File: config.mk
export PLATFORM = sky130hd
export DESIGN_NAME = packet_symbol_packer
export DESIGN_NICKNAME = d
export VERILOG_FILES = /design/src/rtl/packet_symbol_packer.sv
export SDC_FILE = /design/constraint.sdc
export NUM_CORES = 1
export LEC_CHECK = 0
export CAP_MARGIN = 30
export CORE_MARGIN = 2
export CORE_UTILIZATION = 45
export CTS_CLUSTER_SIZE = 10
export DETAILED_ROUTE_END_ITERATION = 10
export GPL_TIMING_DRIVEN = 0
export PLACE_DENSITY_LB_ADDON = 0.15
export SLEW_MARGIN = 20
export SYNTH_ARGS = -nofsm -noshare
export SYNTH_HDL_FRONTEND = slang
export SYNTH_SLANG_ARGS = --single-unit
File: constraint.sdc
create_clock -name clock_clk -period 6.7 [get_ports clock_clk]
set_input_delay 1.34 -clock clock_clk [delete_from_list [all_inputs] [get_ports clock_clk]]
set_output_delay 1.34 -clock clock_clk [all_outputs]
set_load 0.1 [all_outputs]
File: src/rtl/packet_symbol_packer.sv
// Avalon-ST narrow-to-wide packet adapter: packs RATIO narrow beats into one wide word,
// first beat in the top lane, with zero padding and an empty count on short final words.
module packet_symbol_packer #(
    parameter int INPUT_SYMBOL_WIDTH  = 32,
    parameter int OUTPUT_SYMBOL_WIDTH = 256,
    localparam int RATIO       = OUTPUT_SYMBOL_WIDTH / INPUT_SYMBOL_WIDTH,
    localparam int EMPTY_WIDTH = ($clog2(RATIO) > 1) ? $clog2(RATIO) : 1
) (
    input  logic                           clock_clk,
    input  logic                           reset_reset_n,
    input  logic [INPUT_SYMBOL_WIDTH-1:0]  asi_in0_data,
    input  logic                           asi_in0_valid,
    output logic                           asi_in0_ready,
    input  logic                           asi_in0_startofpacket,
    input  logic                           asi_in0_endofpacket,
    output logic [OUTPUT_SYMBOL_WIDTH-1:0] aso_out0_data,
    output logic                           aso_out0_valid,
    input  logic                           aso_out0_ready,
    output logic                           aso_out0_startofpacket,
    output logic                           aso_out0_endofpacket,
    output logic [EMPTY_WIDTH-1:0]         aso_out0_empty
);

    typedef enum logic {S_IDLE, S_PACKING} state_t;

    localparam logic [EMPTY_WIDTH-1:0] LAST_LANE = EMPTY_WIDTH'(RATIO - 1);

    state_t                         r_state;
    logic [EMPTY_WIDTH-1:0]         r_cnt;
    logic                           r_first;
    logic [OUTPUT_SYMBOL_WIDTH-1:0] r_acc;
    logic [OUTPUT_SYMBOL_WIDTH-1:0] r_out_data;
    logic                           r_out_valid;
    logic                           r_out_sop;
    logic                           r_out_eop;
    logic [EMPTY_WIDTH-1:0]         r_out_empty;

    logic                           w_in_ready;
    logic                           w_accept;
    logic                           w_keep;
    logic                           w_first;
    logic                           w_complete;
    logic [EMPTY_WIDTH-1:0]         w_idx;
    logic [EMPTY_WIDTH-1:0]         w_empty;
    logic [OUTPUT_SYMBOL_WIDTH-1:0] w_merged;

    // A sop beat always restarts at lane 0, discarding any partial word in flight.
    always_comb begin
        w_in_ready = reset_reset_n && (!r_out_valid || aso_out0_ready);
        w_accept   = asi_in0_valid && w_in_ready;
        w_keep     = asi_in0_startofpacket || (r_state == S_PACKING);
        w_idx      = asi_in0_startofpacket ? '0 : r_cnt;
        w_first    = asi_in0_startofpacket || r_first;
        w_merged   = asi_in0_startofpacket ? '0 : r_acc;
        for (int unsigned k = 0; k < RATIO; k++) begin
            if (EMPTY_WIDTH'(k) == w_idx)
                w_merged[OUTPUT_SYMBOL_WIDTH-1-k*INPUT_SYMBOL_WIDTH -: INPUT_SYMBOL_WIDTH] = asi_in0_data;
        end
        w_complete = (w_idx == LAST_LANE) || asi_in0_endofpacket;
        w_empty    = asi_in0_endofpacket ? (LAST_LANE - w_idx) : '0;
    end

    always_ff @(posedge clock_clk or negedge reset_reset_n) begin
        if (!reset_reset_n) begin
            r_state     <= S_IDLE;
            r_cnt       <= '0;
            r_first     <= 1'b0;
            r_acc       <= '0;
            r_out_data  <= '0;
            r_out_valid <= 1'b0;
            r_out_sop   <= 1'b0;
            r_out_eop   <= 1'b0;
            r_out_empty <= '0;
        end else begin
            if (r_out_valid && aso_out0_ready)
                r_out_valid <= 1'b0;
            if (w_accept && w_keep) begin
                if (w_complete) begin
                    r_out_data  <= w_merged;
                    r_out_valid <= 1'b1;
                    r_out_sop   <= w_first;
                    r_out_eop   <= asi_in0_endofpacket;
                    r_out_empty <= w_empty;
                    r_acc       <= '0;
                    r_cnt       <= '0;
                    r_first     <= 1'b0;
                    r_state     <= asi_in0_endofpacket ? S_IDLE : S_PACKING;
                end else begin
                    r_acc       <= w_merged;
                    r_cnt       <= w_idx + EMPTY_WIDTH'(1);
                    r_first     <= w_first;
                    r_state     <= S_PACKING;
                end
            end
        end
    end

    assign asi_in0_ready          = w_in_ready;
    assign aso_out0_data          = r_out_data;
    assign aso_out0_valid         = r_out_valid;
    assign aso_out0_startofpacket = r_out_sop;
    assign aso_out0_endofpacket   = r_out_eop;
    assign aso_out0_empty         = r_out_empty;

endmodule

# Word-level counts from Yosys, hierarchy flattened
# Cells that the tools add are included.
totals:
  mem_count: 0
  romBits: 0
  latch_bits: 0
  output_inout_bits: 263
  wordCells: 49
  ramBits: 0
  reg_bits: 523
classes:
  n_bitwise: 0
  order_cmp: 0
  n_mux: 19
  n_addsub: 2
  n_mul: 0
  shifts: 0
  eq_ne: 8
  reduce_logical: 11
  div_mod_pow: 0
ops:
  columns: ["operator", "count"]
  rows:
  - ["$mux W256", 2]
  - ["$mux W32", 8]
  - ["$eq A3 B3 Y1 const A", 4]
  - ["$mux W3", 3]
  - ["$eq A2 B3 Y1 const A", 2]
  - ["$mux W1", 6]
  - ["$logic_and A1 B1 Y1", 4]
  - ["$logic_or A1 B1 Y1", 4]
  - ["$add A3 B1 Y3 const B", 1]
  - ["$eq A1 B3 Y1 const A", 1]
  - ["$eq A3 B3 Y1 const B", 1]
  - ["$logic_not A3 Y1", 1]
  - ["$sub A3 B3 Y3 const A", 1]
  - ["$reduce_and A2 Y1", 1]
  - ["$logic_not A1 Y1", 1]

# Depth between registers and ports, before layout
logic_depth:
  depth_word: 6
  depth_mapped: 11
  ltp_nobuf: 6

# Worst setup path after synthesis
# Ideal clock, no wire load.
synth_timing:
  path_kind: "input to output"
  start: "input aso_out0_ready"
  end: "output asi_in0_ready"
  arrival_ns: 2.969
  slack_ns: 2.391
  required_ns: 5.360
  stages: 5
  path_cell_list: "nand2b_1 buf_2 clkbuf_1 clkbuf_1 and2_1"
synth_via:
  elab_chain_cells: 2
synth_lines:
  columns: ["element", "line", "source"]
  rows:
  - ["from (decl)", "18", "input logic aso_out0_ready,"]
  - ["$logic_or A1 B1 Y1", "49", "w_in_ready = reset_reset_n && (!r_out_valid || aso_out0_ready);"]
  - ["$logic_and A1 B1 Y1", "49", null]
  - ["to (decl)", "13", "output logic asi_in0_ready,"]
# Every way passes these cells.

# Worst setup path in the final report
# Ends and elaborated chain as after synthesis.

==> metrics list <==
- Status: finished, final reports clean
* Synthesis-stage register bit count: 523
* Number of unique standard cell types used by synthesis: 46
- Required time reported for the critical path endpoint: 5.36 ns
- Arrival @ worst endpoint: 4.59 ns
- Post-Syn Area per Cell: 12.5 um2
- The completed layout was analyzed and its total power is 9980 uW.
- Horizontal die dimension: 227 um
- Unrepaired setup endpoints after global routing: false
- Clock buffers created by TritonCTS: 59
- The die covers 0.0516 mm2.
* Count of max-cap constraint violations: 0
- At the pin with the least slew margin, the transition time is 1.03 ns.
- The number of failing hold endpoints at the final stage was 0.
* Critical Path, Cell by Cell: clkdlybuf4s50_1, nand2b_1, buf_2, clkbuf_1, clkbuf_1, and2_1, clkdlybuf4s50_1
* Total stage count of the critical path: 7
- In the final design database the tool counted 2212 nets.
- In this run the cell area of the synthesized design comes to 0.0224 mm2.
- First-pass GRT wire length: 109 mm
- After floorplanning, the core was divided into 81 placement rows.
- Internal power comes to 5970 uW.
- Dividing the detail-routed via count by the number of cells gives 6.09.
- The final number of max-transition violations came to 0.
- Maximum count of clock buffers along a single path: 3
- Compared with the post-synthesis result, the final layout area differs by 26.3%.
* Most common cell after layout, fill and taps aside: sky130_fd_sc_hd__dfrtp_1
- Detailed Route WL: 71.7 mm
- Starting utilization of the core area: 45.6%
- Synth area leaders: sky130_fd_sc_hd__dfrtp_1 (58%), sky130_fd_sc_hd__a32o_1 (7.3%), sky130_fd_sc_hd__mux2i_1 (7.2%)
- The clock network is responsible for 28.5% of the overall power.
- Proportion of netlist area held by the largest area contributor: 58.5%
* Vias: 17400
- Net switching is 40.2% of the power.
* Share of layout cells above drive strength 1: 9.51%
* Slowest stage delay, CP: 1.13 ns
* Post_cts resized: 0
* Total gr overflow: 0
- Final cell count without fillers: 2851
- In this run the power density over the cells is 353 mW/mm2.
- Yosys warning count: 0
- The worst setup path is launched from an input port.
- For the final database, setup skew stands at 0.0164 ns.
- The first detailed-routing pass took 5 iterations.
- Measured along the y axis, the die boundary spans 227 um.
- Worst-case reg-to-reg path depth: 9
- Category of cells accounting for the largest share of critical-path delay: buffers and inverters
- Combinational logic burns 34.2% of the power.
- The analysis attributes to cell leakage a power of 0.0121 uW.
- Synthesis produced a netlist with a net count of 1834.
- IO Pins: 301
- Sequential Power Share: 37.3%
- sky130_fd_sc_hd__dfrtp_1 takes more of the synthesized area than any other cell.
- Across the VDD grid, the largest voltage drop is 0.199 mV.
- The root buffer cell chosen for the clock tree is sky130_fd_sc_hd__clkbuf_16.
* Most used cells in the layout excluding fill and tap cells: sky130_fd_sc_hd__dfrtp_1 (523), sky130_fd_sc_hd__clkdlybuf4s50_1 (299), sky130_fd_sc_hd__a32o_1 (163), sky130_fd_sc_hd__mux2i_1 (161), sky130_fd_sc_hd__o2bb2ai_1 (160)
- Clock-pin slew was measured on the worst setup and hold paths at 0.05 ns.
* Number of global-route vias before repair: 17600
* DR WL/cell: 25.2 um
* Rel. slew slack: 31.3%
- Setup_tns: 0 ns
- H-tree level count: 2
- The largest individual stage delay along the critical path comes from the cell sky130_fd_sc_hd__clkdlybuf4s50_1.
* Number of antenna violations at the first check in global routing: 1
* Total number of clock tree sinks: 523
- Buffers placed on the I/O ports in this run total 300.
- Along the worst hold path, the cell count comes to 1.
- Type of element capturing the critical path: output pin
- CTS tree: done
- Dividing the final minimum period by the clock period gives 88.5%.
- Overall global routing resource usage: 28.0%
- Final period demand of the worst path: 5.93 ns
* Cts-stage hold buffer count: 0
* Pin count of the biggest net entering global routing: 98
- Post-DP HPWL: 53.2 mm
* Share of synthesized area occupied by flip-flops and latches: 58.5%
- For this design the total switching power over the nets is 4020 uW.
- Core Area: 0.0491 mm2
- For this block, the initial DRC count from the detailed router was 1686.
- Count of nets left with antenna violations after detail routing: 0
- The repair_antennas step left the layout with diodes totalling 0.
- Worst Hold Class: reg -> reg
* Number of cells in the design after placement: 2775
* Combined buffer and inverter count along the critical path: 5
* Clock latency of the later-clocked register in the worst-skew pair: 0.61 ns
- Static timing analysis puts the maximum clock frequency at 0.169 GHz.
* Setup Viol. Count Final: 0
- The critical path is of the in -> out type.
- Worst Path Max Fanout: 10
- Number of standard cells after synthesis: 1794
- Remaining routing DRC violations: 0
- Routability-driven placement finished with a final weighted congestion of 0.915.
- Post-CTS timing repair inserted 0 buffers for setup.
per-layer routing:
layer,vias up,GRT usage (%),share of wire [%]
met4,2,8.03,2.5
met1,8862,38.3,43
li1,7687,-,-
met3,117,4.63,6.6
met5,-,0,0.015
met2,700,46.2,48
state kept, by name (all words and copies together) (netlist names):
name	flops
r_first	1
r_state	1
aso_out0_startofpacket	1
aso_out0_valid	1
aso_out0_endofpacket	1
aso_out0_data	256
r_acc	256
r_cnt	3
aso_out0_empty	3
layout make-up:
| type | instances | area [um2] |
|---|---|---|
| well taps | 664 | 831 |
| flip-flops and latches | 523 | 13100 |
| plain buffers | 238 | 1060 |
| fillers | 4106 | 20800 |
| multi-input cells | 966 | 7980 |
| inverters | 67 | 251 |
| repair buffers | 317 | 3450 |
| clock buffers | 76 | 1600 |
metrics by stage:
stage | hold WS (ns) | setup WS, ns | cell area [um2] | util [%]
detailed placement | 0.473 | 0.826 | 26700 | 54.4
finish | 0.486 | 0.769 | 28300 | 57.6
global route | 0.498 | 0.655 | 28300 | 57.6
floorplan | 0.455 | 2.39 | 22400 | -
CTS | 0.490 | 0.815 | 28300 | 57.6
global placement | 0.471 | -20.19 | 26200 | 53.5
cell usage after synthesis, drive strengths merged:
cell,instances
and3,1
mux2i,161
nor3,4
clkbuf,126
mux2,2
or2,1
a22o,34
or3b,1
dfrtp,523
o21ai,32
buf,112
nand3,33
o2bb2ai,160
nor4,3
nand3b,2
o2111ai,26
o22a,1
o32ai,32
nand2b,1
o221a,20
nand2,4
a2111o,1
nand4,3
a21oi,48
a31oi,110
nor2,9
and2b,16
and2,5
and3b,1
nor2b,39
nor3b,6
or3,2
inv,67
a32o,163
a22oi,42
ha,2
a2111oi,1
final timing paths:
kind                                startpoint                  to  slack [ns]
min in group asynchronous        reset_reset_n  aso_out0_data[227]        0.60
max in group asynchronous        reset_reset_n  aso_out0_data[190]        4.43
worst min register to register       r_acc[22]           r_acc[22]        0.49
worst min-delay path                 r_acc[22]           r_acc[22]        0.49
worst max register to register        r_cnt[1]  aso_out0_data[162]        3.49
worst max-delay path            aso_out0_ready       asi_in0_ready        0.77
logic make-up after synthesis:
| group | Yosys count | share of synthesized area [%] |
|---|---|---|
| fa+ha+maj | 2 | 0.112 |
| flops | 523 | 58.5 |
| compound gates | 670 | 24.6 |
| buf+inv | 305 | 5.88 |
| simple gates | 131 | 3.62 |
| mux | 163 | 7.30 |
power groups by stage:
stage / clock network, uW / logic [uW] / registers [uW]
floorplan: 0 / 757 / 5390
global placement: 0 / 3300 / 3780
detailed placement: 0 / 3410 / 3770
CTS: 2890 / 3420 / 3720
global route: 3020 / 3550 / 3750
finish: 2850 / 3410 / 3720
No activity file was read; power rests on OpenSTA's default activity.
==> edit 1: new RTL, same settings <==
The parameter `INPUT_SYMBOL_WIDTH` goes from 32 to 64.
--- a/src/rtl/packet_symbol_packer.sv
+++ b/src/rtl/packet_symbol_packer.sv
@@ -1,7 +1,7 @@
 // Avalon-ST narrow-to-wide packet adapter: packs RATIO narrow beats into one wide word,
 // first beat in the top lane, with zero padding and an empty count on short final words.
 module packet_symbol_packer #(
-    parameter int INPUT_SYMBOL_WIDTH  = 32,
+    parameter int INPUT_SYMBOL_WIDTH  = 64,
     parameter int OUTPUT_SYMBOL_WIDTH = 256,
     localparam int RATIO       = OUTPUT_SYMBOL_WIDTH / INPUT_SYMBOL_WIDTH,
     localparam int EMPTY_WIDTH = ($clog2(RATIO) > 1) ? $clog2(RATIO) : 1
Ports: changed (resized asi_in0_data and aso_out0_empty); port bits go from 301 to 332. The function was not compared with the original's and may differ.
==> edit 1 against the original RTL <==
- wire length is 2.8% lower
- utilization is 1.4 points higher
- worst setup slack better by 1.3 ns
- count of clock-buffer cells in the layout shrank 7
- power increased by 3.1%
- synthesized cell count up 8.5%
- sequential cell count down 2
- synthesized area fell by 0.73%
- global-route usage decreased by 0.46 points
- cell area rose by 2.0%
- maximum frequency rose by 27%
- highest routed layer is now met4
==> edit 1: results (changes against the original RTL) <==
Final GP Congestion=0.836 (-8.6%); reg2reg end=aso_out0_data[2]$_DFFE_PN0P_; Mapped Cells=1946 (+8.5%); Fin. Hold Viols=0 (unchanged); fin cells=3044 (+6.8%); drt initial violations=1574 (-6.6%); global-route wire length before repair=108000 um (-1.2%); cell family with the largest share of critical-path delay=buffers and inverters; Post-CTS Setup Inserts=0 (unchanged); Pleak=13.3 nW (+9.9%); top_reg_cell synth=dfrtp_1; Fill cells=4099 (-0.17%); Worst Hold Slack=0.480 ns (-0.00631 ns); Place WS=1.97 ns (+1.15 ns); CP max stage delay=0.58 ns (-0.55 ns); Slowest-stage cell, CP=clkdlybuf4s50_1; Synthesized Nets=2016 (+9.9%); clk root buf=clkbuf_16; total CTS buffers=58 (-1.7%); GRT Util Overall=0.275 (-0.00457); H-Tree Depth=2 (unchanged); layout cells sized above 1=0.159 (+0.0641); register-to-register setup slack=4.05 ns (+0.56 ns); Worst-path clk slew=about 0.06 ns; Placement Cell Area=27300 um^2 (+2.3%); Worst-Margin Slew=1.02 ns (-0.0105 ns); drt first pass iters=7 (+2); Nets=2441 (+10%); antenna violations before repair=1 (unchanged); Setup Skew=0.0177 ns (+0.00133 ns); Seq/Total Area, Yosys=0.587 (+0.00203); Area contributors post-synth=dfrtp_1 59%, a22o_1 10%, mux2_2 9.7%, nand2_1 6.6%, a21oi_1 4.3%; post_cts resized=0 (unchanged); largest net degree at the start of global routing=99 (+1.0%); CP max FO=93 (+83); Async SR Flop Fraction=1.00 (unchanged); R2R Path Start=r_cnt[0]$_DFFE_PN0P_; clock latency on the worst-skew pair=0.61 ns (about the same); timing endpoint of the critical path=asi_in0_ready; I/O Buffers=331 (+10%); Slew Limit Fails=0 (unchanged); critical path arrival=3.32 ns (-1.27 ns); Synth cell types=28 (-39%); Hold Path Class=flop to flop; Post-synth top cells=521 x dfrtp_1, 389 x nand2_1, 256 x a22o_1; Max clock buf depth=3 (unchanged); Max VDD drop=281 uV (+41%); diodes inserted=0 (unchanged); WL/cell=22.9 um (-8.9%); clock period minus worst slack=4.66 ns (-1.27 ns); vias in the first global route=17800 (+1.2%); total number of vias=17400 (+0.44%); yosys warns=0 (unchanged); crit path from=reset_reset_n; post-detail-place hpwl=49400 um (-7.1%); outcome=complete, no violations
## edit 1: how the worst min path moves through the flow
stage	endpoint	start	depth (start not counted)
4_1_cts	aso_out0_data[213]$_DFFE_PN0P_	aso_out0_data[213]$_DFFE_PN0P_	2
6_report	aso_out0_data[202]$_DFFE_PN0P_	aso_out0_data[202]$_DFFE_PN0P_	2
3_3_place_gp	aso_out0_endofpacket$_DFFE_PN0P_	aso_out0_endofpacket$_DFFE_PN0P_	1
5_1_grt	r_acc[212]$_DFFE_PN0P_	r_acc[212]$_DFFE_PN0P_	1
3_5_place_dp	aso_out0_data[213]$_DFFE_PN0P_	aso_out0_data[213]$_DFFE_PN0P_	2
2_1_floorplan	r_state$_DFFE_PN0P_	r_state$_DFFE_PN0P_	2
## edit 1: power breakdown
| part | internal, mW | leakage (nW) | switching (mW) | total [mW] |
|---|---|---|---|---|
| Combinational | 0.927 | 5.43 | 2.74 | 3.67 |
| Sequential | 3.54 | 7.08 | 0.261 | 3.80 |
| Clock | 1.61 | 0.767 | 1.22 | 2.82 |
## edit 1: final cells by class
type	instances	area, um^2	share of cell area
plain buffers	171	856	0.0297
clock buffers	69	1570	0.0543
repair buffers	365	4230	0.146
multi-input cells	1254	8330	0.289
flip-flops and latches	521	13000	0.452
well taps	664	831	0.0288
## edit 1: routing by layer
layer  share of wire  wire length, um  global-route usage
met3           0.063             4400              0.0474
met5               0                0                   0
met1            0.43            30100               0.377
met2            0.48            33500               0.448
met4           0.026             1790              0.0866
## edit 1: logic make-up after synthesis
family	synth area share
AOI/OAI and AO/OA	0.164
DFF	0.587
and+or+nand+nor	0.0849
muxes	0.126
buffers and inverters	0.0385
==> edit 2: new RTL, same flow settings <==
Without the edit above. Reset style: synchronous (`reset_reset_n`), changed in one clocked block.
--- a/src/rtl/packet_symbol_packer.sv
+++ b/src/rtl/packet_symbol_packer.sv
@@ -60,7 +60,7 @@
         w_empty    = asi_in0_endofpacket ? (LAST_LANE - w_idx) : '0;
     end
 
-    always_ff @(posedge clock_clk or negedge reset_reset_n) begin
+    always_ff @(posedge clock_clk) begin
         if (!reset_reset_n) begin
             r_state     <= S_IDLE;
             r_cnt       <= '0;
Function: not settled (the Yosys comparison gave no result); the edit may change what the design does.
==> edit 2 against the original RTL <==
- cell area down 9.4%
- sequential cell count unchanged
- critical path depth down 1
- wire length down 4.9%
- count of clock-buffer cells in the layout down 12
- worst setup slack better by 0.13 ns
- register-to-register slack better by 0.31 ns
- maximum frequency up 2.2%
- via count down 3.6%
- synthesized area down 12%
Power is not compared: it rests on default switching activity, and its combinational part moved more than twofold at a synthesized area within 25%.
==> edit 2: results (changes against the original RTL) <==
outcome=complete, no violations; Pleak=8.72 nW; critical path arrival=4.46 ns (-0.13 ns); vias in the first global route=16200 (-8.1%); Switch Pwr=1.67 mW; Final GP Congestion=0.894 (-2.3%); Seq/Total Area, Yosys=0.530 (-0.0548); worst r2r path cells=8 (-1); relative slew slack=0.261 (-0.0523); post-detail-place hpwl=48900 um (-8.1%); Setup Skew=0.0158 ns (-0.000557 ns); total CTS buffers=58 (-1.7%); Synth cell types=40 (-13%); antenna violations before repair=6 (+5); R2R Path Start=r_cnt[1]$_SDFFE_PN0N_; clock network fraction of total power=0.423; Post-synth top cells=523 x dfxtp_1, 177 x o2bb2ai_1, 151 x nand3_1; layout cells sized above 1=0.134 (+0.0387); crit path from=reset_reset_n; Area contributors post-synth=dfxtp_1 53%, o2bb2ai_1 7.8%, nand3_1 3.8%, o21ai_0 3.5%, a2bb2oi_1 3.4%; register-to-register setup slack=3.80 ns (+0.31 ns); WL/cell=23.8 um (-5.4%); Fill cells=3709 (-9.7%); Nets=2317 (+4.7%); Synthesized Nets=1947 (+6.2%); reg2reg end=r_acc[101]$_SDFFE_PN0N_; Async SR Flop Fraction=0 (-1.00); global-route wire length before repair=101000 um (-7.7%); drt initial violations=1510 (-10%)
## edit 2: changes by cell type after synthesis, moves of 107 or more
| cell | delta |
|---|---|
| nand3_1 | +118 |
| dfrtp_1 | -523 |
| nand2_1 | +110 |
| dfxtp_1 | +523 |
| o21ai_0 | +107 |
| a32o_1 | -162 |
| a31oi_1 | -110 |
## edit 2: cell type report
type / instances / area (um^2) / share of cell area
antenna: 3 / 7.51 / 0.000293
buffer: 218 / 1000 / 0.0392
clock buffer: 64 / 1520 / 0.0591
clock inverter: 1 / 8.76 / 0.000342
inverter: 6 / 22.5 / 0.000879
multi-input combinational: 1157 / 8270 / 0.323
sequential: 523 / 10500 / 0.409
tap: 585 / 732 / 0.0286
timing repair buffer: 310 / 3590 / 0.140
## edit 2: worst min path at each step
stage	startpoint	end	slack, ns	cells after the start
CTS	r_acc[149]$_SDFFE_PN0N_	r_acc[149]$_SDFFE_PN0N_	0.45	1
floorplan	r_acc[10]$_SDFFE_PN0N_	r_acc[10]$_SDFFE_PN0N_	0.42	1
global placement	r_acc[25]$_SDFFE_PN0N_	r_acc[25]$_SDFFE_PN0N_	0.43	1
detailed placement	r_acc[7]$_SDFFE_PN0N_	r_acc[7]$_SDFFE_PN0N_	0.44	1
finish	r_acc[6]$_SDFFE_PN0N_	r_acc[6]$_SDFFE_PN0N_	0.45	1
global route	r_acc[6]$_SDFFE_PN0N_	r_acc[6]$_SDFFE_PN0N_	0.47	1
## edit 2: through the flow
step / instances / utilization / setup WS (ns) / cell area [um^2] / power, mW
2_1_floorplan: 1904 / - / 2.38 / 19800 / 3.61
5_1_grt: 2865 / 0.593 / 0.866 / 25600 / 6.71
4_1_cts: 2860 / 0.592 / 0.948 / 25500 / 6.54
3_5_place_dp: 2795 / 0.556 / 0.938 / 24000 / 3.82
6_report: 2867 / 0.594 / 0.898 / 25600 / 6.52
3_3_place_gp: 2756 / 0.537 / 0.936 / 23200 / 3.79
## edit 2: cells by family (layout without fill, tap and decap cells)
| family | Yosys count | count (layout) | share of synthesized area |
|---|---|---|---|
| AND/OR/NAND/NOR | 379 | 379 | 0.0988 |
| buffers and inverters | 224 | 599 | 0.0516 |
| adder cells (fa/ha/maj) | 5 | 5 | 0.00317 |
| flip-flops | 523 | 523 | 0.530 |
| multiplexers | 121 | 121 | 0.0649 |
| other | 0 | 3 | 0 |
| AO/OA/AOI/OAI | 652 | 652 | 0.252 |
## edit 2: worst max-delay path, cell delays in order
cell and delay [ns]:
buf_2 0.15, buf_2 0.25, clkbuf_1 0.72, clkbuf_1 0.58
and2_1 0.27, clkdlybuf4s50_1 1.14
## edit 2: layer usage
layer,routed length [um],vias up,GRT usage
met5,40,-,0
met4,2060,6,0.101
met3,5340,122,0.0602
met2,31700,614,0.483
met1,29100,8247,0.388
li1,-,7746,-
